==> config.mk <==
export PLATFORM = sky130hd
export DESIGN_NAME = game_round_seq
export DESIGN_NICKNAME = d
export VERILOG_FILES = /design/src/rtl/game_pkg.sv /design/src/rtl/sat_acc.sv /design/src/rtl/game_round_seq.sv
export SDC_FILE = /design/constraint.sdc
export NUM_CORES = 1
export LEC_CHECK = 0
export CAP_MARGIN = 20
export CORE_MARGIN = 2
export CORE_UTILIZATION = 30
export CTS_CLUSTER_DIAMETER = 80
export DETAILED_ROUTE_END_ITERATION = 7
export PLACE_DENSITY = 0.54
export SKIP_CTS_REPAIR_TIMING = 1
export SYNTH_ARGS = -nofsm -noshare
export SYNTH_HDL_FRONTEND = slang
export SYNTH_HIERARCHICAL = 1
export SYNTH_SLANG_ARGS = --single-unit
==> constraint.sdc <==
create_clock -name clk -period 3.1 [get_ports clk]
set_input_delay 0.465 -clock clk [delete_from_list [all_inputs] [get_ports clk]]
set_output_delay 0.465 -clock clk [all_outputs]
set_load 0.05 [all_outputs]
==> src/rtl/game_pkg.sv <==
// rtl/game_pkg.sv - shared state encoding, display selects and width helpers for the round sequencer
package game_pkg;

  typedef enum logic [2:0] {
    ST_IDLE,
    ST_NEW_TGT,
    ST_ARMED,
    ST_FLIGHT,
    ST_OVER
  } state_t;

  localparam logic [1:0] DISP_SCORE = 2'd0;
  localparam logic [1:0] DISP_ROUND = 2'd1;
  localparam logic [1:0] DISP_SHOTS = 2'd2;
  localparam logic [1:0] DISP_HITS  = 2'd3;

  // Widths never collapse to zero so single-round / single-cycle configs stay legal.
  function automatic int round_w(input int rounds);
    return (rounds > 1) ? $clog2(rounds) : 1;
  endfunction

  function automatic int shots_w(input int shots);
    return (shots > 0) ? $clog2(shots + 1) : 1;
  endfunction

  function automatic int timer_w(input int timeout);
    return (timeout > 1) ? $clog2(timeout) : 1;
  endfunction

endpackage

==> src/rtl/sat_acc.sv <==
// rtl/sat_acc.sv - saturating accumulator with clear and enable
module sat_acc #(
  parameter int W  = 8,
  parameter int AW = 8
) (
  input  logic          clk,
  input  logic          rst_n,
  input  logic          en,
  input  logic          clr,
  input  logic          add,
  input  logic [AW-1:0] addend,
  output logic [W-1:0]  acc
);

  localparam int SUMW = ((W > AW) ? W : AW) + 1;
  localparam logic [SUMW-1:0] MAXV = {{(SUMW - W){1'b0}}, {W{1'b1}}};

  logic [SUMW-1:0] sum;
  logic [W-1:0]    sat_sum;

  always_comb begin
    sum     = SUMW'(acc) + SUMW'(addend);
    sat_sum = (sum > MAXV) ? {W{1'b1}} : sum[W-1:0];
  end

  always_ff @(posedge clk or negedge rst_n) begin
    if (!rst_n) begin
      acc <= '0;
    end else if (en) begin
      if (clr) begin
        acc <= '0;
      end else if (add) begin
        acc <= sat_sum;
      end
    end
  end

endmodule

==> src/rtl/game_round_seq.sv <==
// rtl/game_round_seq.sv - round/score sequencer gating shots, requesting targets and scoring hits
module game_round_seq
  import game_pkg::*;
#(
  parameter int SHOTS_PER_ROUND = 3,
  parameter int ROUNDS          = 4,
  parameter int SCORE_W         = 8,
  parameter int FLIGHT_TIMEOUT  = 64,
  localparam int RW = round_w(ROUNDS),
  localparam int SW = shots_w(SHOTS_PER_ROUND)
) (
  input  logic               clk,
  input  logic               rst_n,
  input  logic               ena,
  input  logic               start_new_game,
  input  logic               shoot_req,
  input  logic               result_valid,
  input  logic               hit,
  output logic               shoot_out,
  output logic               new_target,
  output logic               busy,
  output logic               game_over,
  output logic [RW-1:0]      round_idx,
  output logic [SW-1:0]      shots_left,
  output logic [SCORE_W-1:0] score,
  input  logic [1:0]         disp_sel,
  output logic [SCORE_W-1:0] disp_out
);

  localparam int TW = timer_w(FLIGHT_TIMEOUT);
  localparam int PW = SW + 1;

  state_t             state, state_nxt;
  logic               start_prev;
  logic               start_edge;
  logic [TW-1:0]      timer;
  logic               shoot_q;
  logic               fire;
  logic               resolve;
  logic               is_hit;
  logic               round_end;
  logic               next_round;
  logic [PW-1:0]      points;
  logic [SCORE_W-1:0] hits;

  assign start_edge = ena & start_new_game & ~start_prev;
  // shots_left is already post-decrement while in FLIGHT, so the last shot earns 1.
  assign points     = {1'b0, shots_left} + PW'(1);

  always_ff @(posedge clk or negedge rst_n) begin
    if (!rst_n) begin
      state <= ST_IDLE;
    end else begin
      state <= state_nxt;
    end
  end

  always_comb begin
    state_nxt  = state;
    fire       = 1'b0;
    resolve    = 1'b0;
    is_hit     = 1'b0;
    round_end  = 1'b0;
    next_round = 1'b0;
    if (ena) begin
      if (start_edge) begin
        state_nxt = ST_NEW_TGT;
      end else begin
        case (state)
          ST_IDLE:    state_nxt = ST_IDLE;
          ST_NEW_TGT: state_nxt = ST_ARMED;
          ST_ARMED: begin
            if (shoot_req) begin
              fire      = 1'b1;
              state_nxt = ST_FLIGHT;
            end
          end
          ST_FLIGHT: begin
            if (result_valid || (timer == TW'(FLIGHT_TIMEOUT - 1))) begin
              resolve   = 1'b1;
              is_hit    = result_valid & hit;
              round_end = is_hit || (shots_left == '0);
              if (!round_end) begin
                state_nxt = ST_ARMED;
              end else if (round_idx == RW'(ROUNDS - 1)) begin
                state_nxt = ST_OVER;
              end else begin
                next_round = 1'b1;
                state_nxt  = ST_NEW_TGT;
              end
            end
          end
          ST_OVER:    state_nxt = ST_OVER;
          default:    state_nxt = ST_IDLE;
        endcase
      end
    end
  end

  always_ff @(posedge clk or negedge rst_n) begin
    if (!rst_n) begin
      start_prev <= 1'b0;
      shoot_q    <= 1'b0;
      timer      <= '0;
      round_idx  <= '0;
      shots_left <= '0;
    end else if (!ena) begin
      shoot_q <= 1'b0;
    end else begin
      start_prev <= start_new_game;
      shoot_q    <= fire;
      if (start_edge) begin
        round_idx <= '0;
        timer     <= '0;
      end else begin
        if (state == ST_NEW_TGT) begin
          shots_left <= SW'(SHOTS_PER_ROUND);
        end
        if (fire) begin
          shots_left <= shots_left - SW'(1);
          timer      <= '0;
        end else if (state == ST_FLIGHT) begin
          timer <= timer + TW'(1);
        end
        if (next_round) begin
          round_idx <= round_idx + RW'(1);
        end
      end
    end
  end

  sat_acc #(.W(SCORE_W), .AW(PW)) u_score (
    .clk    (clk),
    .rst_n  (rst_n),
    .en     (ena),
    .clr    (start_edge),
    .add    (resolve & is_hit),
    .addend (points),
    .acc    (score)
  );

  sat_acc #(.W(SCORE_W), .AW(1)) u_hits (
    .clk    (clk),
    .rst_n  (rst_n),
    .en     (ena),
    .clr    (start_edge),
    .add    (resolve & is_hit),
    .addend (1'b1),
    .acc    (hits)
  );

  // The display keeps tracking its sources even while the game is frozen.
  always_ff @(posedge clk or negedge rst_n) begin
    if (!rst_n) begin
      disp_out <= '0;
    end else begin
      case (disp_sel)
        DISP_SCORE: disp_out <= score;
        DISP_ROUND: disp_out <= SCORE_W'(round_idx);
        DISP_SHOTS: disp_out <= SCORE_W'(shots_left);
        default:    disp_out <= hits;
      endcase
    end
  end

  assign shoot_out  = shoot_q;
  assign new_target = ena & (state == ST_NEW_TGT);
  assign busy       = (state == ST_NEW_TGT) || (state == ST_FLIGHT);
  assign game_over  = (state == ST_OVER);

endmodule

* Word-level counts from Yosys, hierarchy flattened
Cells that the tools add are included.
** Storage, ports and cells
- Register bits after elaboration :: 39
- Bits in latches :: 0
- RAM bits :: 0
- Bits in read-only memories :: 0
- Output and inout bits :: 24
- Logic and storage cells :: 87
- Memories kept :: 0
** Cells by class
- Add/subtract/negate cells :: 6
- Multiply operators :: 0
- Divide/modulo/power cells :: 0
- Order comparisons :: 2
- Eq/ne operators :: 10
- Shift operators :: 0
- Mux-type cells :: 39
- Bitwise logic cells :: 7
- Reductions and logical operators :: 14
** Operators with widths (number)
- two-way mux 8 bit :: 6
- case mux 8 bit (3 select lines) :: 1
- two-way mux 1 bit :: 19
- > comparator 9 x 8 -> 1 bit, second input constant :: 2
- two-way mux 6 bit :: 3
- two-way mux 3 bit :: 5
- case mux 3 bit (4 select lines) :: 1
- adder 8 x 1 -> 9 bit, second input constant :: 1
- adder 8 x 3 -> 9 bit :: 1
- two-way mux 2 bit :: 4
- adder 6 x 1 -> 6 bit, second input constant :: 1
- equality test 3 x 2 -> 1 bit, second input constant :: 2
- equality test 6 bit, second input constant :: 1
- != test 3 bit, second input constant :: 2
- AND reduction 2 bit :: 3
- AND reduction 3 bit :: 2
- nonzero test 2 bit :: 3
- AND 1 bit :: 5
- equality test 2 bit, second input constant :: 2
- zero test 2 bit :: 2
- adder 2 x 1 -> 3 bit, second input constant :: 1
- equality test 3 x 1 -> 1 bit, second input constant :: 1
- equality test 3 bit, second input constant :: 1
- logical OR 1 bit :: 3
- 5 further kinds :: 6

* Depth between registers and ports, before layout
Gate-level depths: netlist of the first run.
- Word-level depth :: 9
- Gate-level depth with buffers :: 8

* Hierarchy
Netlist of the first run, hierarchy kept.
** Modules (own cells, without submodules)
- game_round_seq :: instances 1, cells each 118, area each 1206.2 µm², seq. area each 575.6 µm²
- sat_acc at u_score :: instances 1, cells each 55, area each 538.0 µm², seq. area each 200.2 µm²
- sat_acc at u_hits :: instances 1, cells each 52, area each 503.0 µm², seq. area each 200.2 µm²

* Worst setup path before layout of the first run
No wires, ideal clock.
- Kind :: register to output
- Start :: register state[0]
- End :: output new_target
- Arrival time :: 1857 ps
- Required time :: 2635 ps
- Slack :: 778 ps
- Stages on the path, launching flop included :: 5
- Buffers on the path :: 1
- Path through :: dfrtp_1 > buf_2 > nor2b_1 > and2b_1 > and2_1
** On the way
- Word-level cells in the longest chain between the ends :: 2
** Ends and longest elaborated chain
- from (decl) :: RTL line game_round_seq.sv:33 : state_t state, state_nxt;
- from (signal assigned) :: RTL line game_round_seq.sv:54 : state <= state_nxt;
- equality test 3 x 1 -> 1 bit :: RTL line game_round_seq.sv:167 : assign new_target = ena & (state == ST_NEW_TGT);
- AND 1 bit :: RTL line game_round_seq.sv:167
- to (decl) :: RTL line game_round_seq.sv:20 : output logic new_target,
Every way passes these cells.

* Worst setup path in the final report of the first run
- Start :: input ena
- End :: register u_hits.acc[7]
** On the way
- Word-level cells in the longest chain between the ends :: 7
- Elaborated cells on any way between the ends :: 10
** Ends and longest elaborated chain
- from (decl) :: RTL line game_round_seq.sv:14 : input logic ena,
- AND 1 bit (2 in series) :: RTL line game_round_seq.sv:46 : assign start_edge = ena & start_new_game & ~start_prev;
- two-way mux 1 bit :: RTL line game_round_seq.sv:66 : if (start_edge) begin
- two-way mux 1 bit :: RTL line game_round_seq.sv:65 : if (ena) begin
- AND 1 bit :: RTL line game_round_seq.sv:147 : .add (resolve & is_hit),
- nonzero test 2 bit (no line)
- AND reduction 2 bit (no line)
- to (signal assigned) :: RTL line sat_acc.sv:33 : acc <= sat_sum;
- to (decl) :: RTL line sat_acc.sv:12 : output logic [W-1:0] acc
Parallel ways exist; a longest one is shown, timed or not.
A chain may end at the register's enable or synchronous reset.

==> flow_summary.ini, run 1 <==
[status]
status = finished clean

[grt]
grt_pass1_wl_um = 9340
grt_pass1_vias = 1837
antenna_found_initial = 0
overflow = 0
grt_max_degree = 40
grt_use_total = 0.141

[worst_setup_path]
crit_fanout = 7
critPathLaunchType = primary input
required_ps = 3280
worstPathArrival_ps = 2610
crit_type = in2reg
end_kind = flop
regToRegSetupSlack_ps = 910

[logic_synthesis]
synth_area_leaders = dfrtp_1 43%, ha_1 5.0%, a21oi_1 3.1%, a31oi_1 3.1%, o21ai_0 2.9%
async_reset_ff_frac = 1.00
ys.flop_type = dfrtp_1
yosysUniqueCellTypes = 57
synth_top_area_frac = 0.434
ys_seq_area_frac = 0.434
yosys_warnings = 6
synthCells = 225
syn_area_per_cell_um2 = 9.99
synth-edff-count = 0
yosysTopAreaCell = dfrtp_1
syn_area_um2 = 2250
synth-seq-cells = 39

[finish]
drive_gt1_frac = 0.0916
fillerInstances = 743
seqCellArea_um2 = 976
fin_util = 0.379
areaGrowthSynthToFinish_pct = 22.4
mostFrequentLayoutCells = 39 x dfrtp_1, 30 x clkdlybuf4s50_1, 16 x nand2_1
diodes = 0
layout_commonest_cell = dfrtp_1
multi_input_area_um2 = 1170
fin_nets = 280

[floorplan]
dieWidth_um = 90.5
die-area_um2 = 8200
initial_core_util = 0.310
coreArea_um2 = 7250
io_pins = 33
placementRows = 31
chipHeight_um = 90.5

[sta]
max_slew.worst_pin.slew_ps = 870
rsz0062_at_grt = no
slew_viol_final = 0
finalSetupViolCount = 0
period_minus_slack_ps = 2430
skew_ps = 9.55
fmax_ghz = 0.412
fin_crit_sh = 0.783
finalHoldViolations = 0
tns_ps = 0
relSlewSlack = 0.420

[cts]
clk-insertion-delay-late_ps = 290
path_clk_slew_ps = 80
cts_made_buffers = 5
clock-sinks = 39
cts_tree = yes
h-tree-depth = 2
clock_path_buffers = 2
root_buffer = clkbuf_8

[job]
drv_cap = 0

[placement]
portBuffers = 32
hpwl_um = 4090
gp_congestion = 0.809

[power_and_ir_drop]
power.density_nw_per_um2 = 720
peakVddDrop_v = 0.000329
leakage_nw = 1.16

[route]
vias = 1923
viasPerCell = 5.33
drtIter0Drc = 159
wire_per_inst_um = 15.6
drt-pass1-iter-count = 4
drt-total-wl_um = 5640
drc = 0
ant_nets = 0

[hold_path]
hold_class = in2async
[per-layer routing]
| layer | share of wire | GRT usage | wire [um] |
|---|---|---|---|
| met1 | 0.47 | 0.193 | 2650 |
| met2 | 0.47 | 0.228 | 2660 |
| met3 | 0.050 | 0.0326 | 284 |
| met4 | 0.0090 | 0.0333 | 51 |
| met5 | 0 | 0 | 0 |
[final cells by class]
type                    instances  area share
repair buffers                 35       0.122
clock buffers                   6      0.0264
flip-flops and latches         39       0.355
multi-input cells             165       0.427
inverters                      15      0.0205
well taps                      99      0.0450
clock inverters                 2     0.00455
[cells in the mapped netlist, types with 2 or more instances]
cell / count
dfrtp_1: 39
nand2_1: 16
inv_1: 15
a21oi_1: 14
o21ai_0: 13
a31oi_1: 11
ha_1: 9
nand3_1: 9
nor2_1: 9
a22o_1: 7
and3_1: 5
and2_1: 4
nor3_1: 4
or3_1: 4
a311oi_1: 3
a41o_1: 3
a41oi_1: 3
clkbuf_1: 3
nor2b_1: 3
o21a_1: 3
o31ai_1: 3
a211oi_1: 2
a21o_1: 2
a221oi_1: 2
and3_4: 2
buf_2: 2
buf_6: 2
mux4_2: 2
nand2b_1: 2
nand4_1: 2
[critical path, cell delays in order]
cell	delay (ps)
clkdlybuf4s50_1	530
inv_1	140
nor3_1	270
and3_1	330
o211ai_1	190
or4_1	490
and3_1	190
[where the power goes]
group	internal, mW	switching [mW]	total, mW	leakage [nW]
clock	0.157	0.180	0.337	0.0412
sequential	0.610	0.135	0.746	0.507
combinational	0.338	0.562	0.899	0.614
[flip-flops by register name, summed over array words and instances (netlist names)]
name         flops
disp_out         8
round_idx        2
shoot_out        1
shots_left       2
start_prev       1
state            3
timer            6
u_hits/acc       8
u_score/acc      8
[final timing paths]
path,cells past startpoint,start,to
worst max-delay path,7,ena,u_hits/acc[7]
min in group clk,1,timer[5],timer[5]
worst min-delay path,1,rst_n,disp_out[5]
max in group asynchronous,1,rst_n,timer[1]
worst max register to register,6,state[2],u_hits/acc[7]
worst min register to register,1,timer[5],timer[5]
[metrics by stage]
stage	hold WS [ps]	area (um^2)	setup slack, ps	instances	power [mW]
floorplan	169	2250	778	226	1.37
detailed placement	544	2670	410	353	1.66
finish	288	2750	672	361	1.98
global placement	545	2670	489	353	1.66
global route	375	2750	494	361	2.12
CTS	326	2750	699	361	2.00
[cell families after synthesis]
kind of cell	synth area share
compound gates	0.253
simple gates	0.179
flops	0.434
buf+inv	0.0445
fa+ha+maj	0.0590
mux	0.0245
other cells	0.00167
xor+xnor	0.00390
No activity file was read; power rests on OpenSTA's default activity.
==> inputs of run 2 (changes only) <==
==> constraint.sdc (replaced) <==
create_clock -name clk -period 2.4 [get_ports clk]
set_input_delay 0.36 -clock clk [delete_from_list [all_inputs] [get_ports clk]]
set_output_delay 0.36 -clock clk [all_outputs]
set_load 0.05 [all_outputs]
==> run 2 against run 1 <==
Against the previous run:
- final cell count rose by 2.2%
- clock skew decreased by 3.5 ps
- critical path type is now reg2out
- flip-flop and latch count is the same
- register-to-register slack got worse by 620 ps
- sequential power grew 29%
- power is 42% higher
- largest cell class unchanged
- worst hold slack lost 100 ps
- first-iteration DRC count down 23%
==> flow_summary.ini, run 2 (synthesis gave the netlist of run 1 again) <==
[finish]
diodes = 0
drive_gt1_frac = 0.119
mostFrequentLayoutCells = 39 x dfrtp_1, 30 x clkdlybuf4s50_1, 16 x nand2_1
top_regs = disp_out x8, u_hits/acc x8, u_score/acc x8
fillerInstances = 715
layout_commonest_cell = dfrtp_1
fin_nets = 288
areaGrowthSynthToFinish_pct = 27.8
design_area_um2 = 2870

[grt]
grt_pass1_wl_um = 9880
overflow = 0
grt_use_total = 0.149
grt_max_degree = 40
grt_pass1_vias = 1962
antenna_found_initial = 0

[worst_setup_path]
slowest_stage = clkdlybuf4s50_1
critPathLaunchType = flop
cp_slowest_stage_delay_ps = 830
path_cells = nor3b_1, clkdlybuf4s50_1
end_kind = output port
worstPathArrival_ps = 1820
crit_fanout = 9
crit_family = buffers and inverters
crit_type = reg2out
path_buf_inv = 1
required_ps = 2040

[cts]
root_buffer = clkbuf_8
cts_made_buffers = 5
clk-insertion-delay-late_ps = 290
cts_tree = yes
clock_path_buffers = 2
h-tree-depth = 2
clock-sinks = 39
path_clk_slew_ps = 80

[route]
wire_per_inst_um = 15.6
drtIter0Drc = 123
dr_wl_met2_um = 2650
drc = 0
wl_met1_um = 2700
vias = 1970
viasPerCell = 5.34
drt-pass1-iter-count = 4
routed.top_layer = met4
ant_nets = 0
drt-total-wl_um = 5770
route.met3.wl_um = 278

[placement]
portBuffers = 32
gp_congestion = 0.792
hpwl_um = 4180
place_area_um2 = 2740

[sta]
relSlewSlack = 0.411
slew_viol_final = 0
skew_ps = 6.05
max_slew.worst_pin.slew_ps = 883
tns_ps = 0
finalSetupViolCount = 0
period_minus_slack_ps = 2180
finalHoldViolations = 0
rsz0062_at_grt = no
fin_crit_sh = 0.906
fmax_ghz = 0.460

[floorplan]
dieWidth_um = 90.5
io_pins = 33
die-area_um2 = 8200
placementRows = 31
initial_core_util = 0.310
chipHeight_um = 90.5
coreArea_um2 = 7250

[status]
status = finished clean

[hold_path]
hold_class = in2async

[job]
drv_cap = 0

[power_and_ir_drop]
leakage_nw = 1.23
power.density_nw_per_um2 = 978
peakVddDrop_v = 0.000430
==> run 2: worst paths after layout <==
check                               from  cells after the start  slack [ps]             end
min in group clk                timer[5]                      1         560        timer[5]
max in group asynchronous          rst_n                      1        1650  u_score/acc[1]
hold / removal                     rst_n                      1         180     disp_out[5]
setup / recovery                state[0]                      2         220       game_over
hold reg to reg                 timer[5]                      1         560        timer[5]
setup reg to reg           shots_left[1]                      8         290  u_score/acc[1]
==> run 2: routing by layer <==
metal,track usage,up-vias
met1,0.200,949
met4,0.0551,0
li1,-,940
met5,0,-
met3,0.0351,13
met2,0.234,68
==> run 2: power breakdown <==
part | total [mW] | internal [mW] | leakage [nW] | switching, mW
combinational | 1.20 | 0.459 | 0.656 | 0.737
clock | 0.647 | 0.416 | 0.0654 | 0.231
sequential | 0.965 | 0.788 | 0.507 | 0.177
total | 2.81 | 1.66 | 1.23 | 1.14
==> run 2: final cells by class <==
type / count / area, um^2 / share of cell area
Multi-Input combinational cell: 165 / 1170 / 0.409
Sequential cell: 39 / 976 / 0.340
Tap cell: 99 / 124 / 0.0431
Clock inverter: 2 / 60.1 / 0.0209
Timing Repair Buffer: 43 / 408 / 0.142
Clock buffer: 6 / 72.6 / 0.0253
Inverter: 15 / 56.3 / 0.0196
==> run 2: through the flow <==
stage | power [mW] | worst slack [ps] | instances | hold slack [ps] | utilization
after floorplan | 1.78 | 113 | 226 | 64.4 | -
after global placement | 2.16 | 110 | 361 | 543 | 0.378
after detailed placement | 2.17 | 90.4 | 361 | 546 | 0.378
after CTS | 2.84 | 212 | 369 | 222 | 0.396
after global routing | 2.99 | 95.9 | 369 | 264 | 0.396
final | 2.81 | 225 | 369 | 184 | 0.396
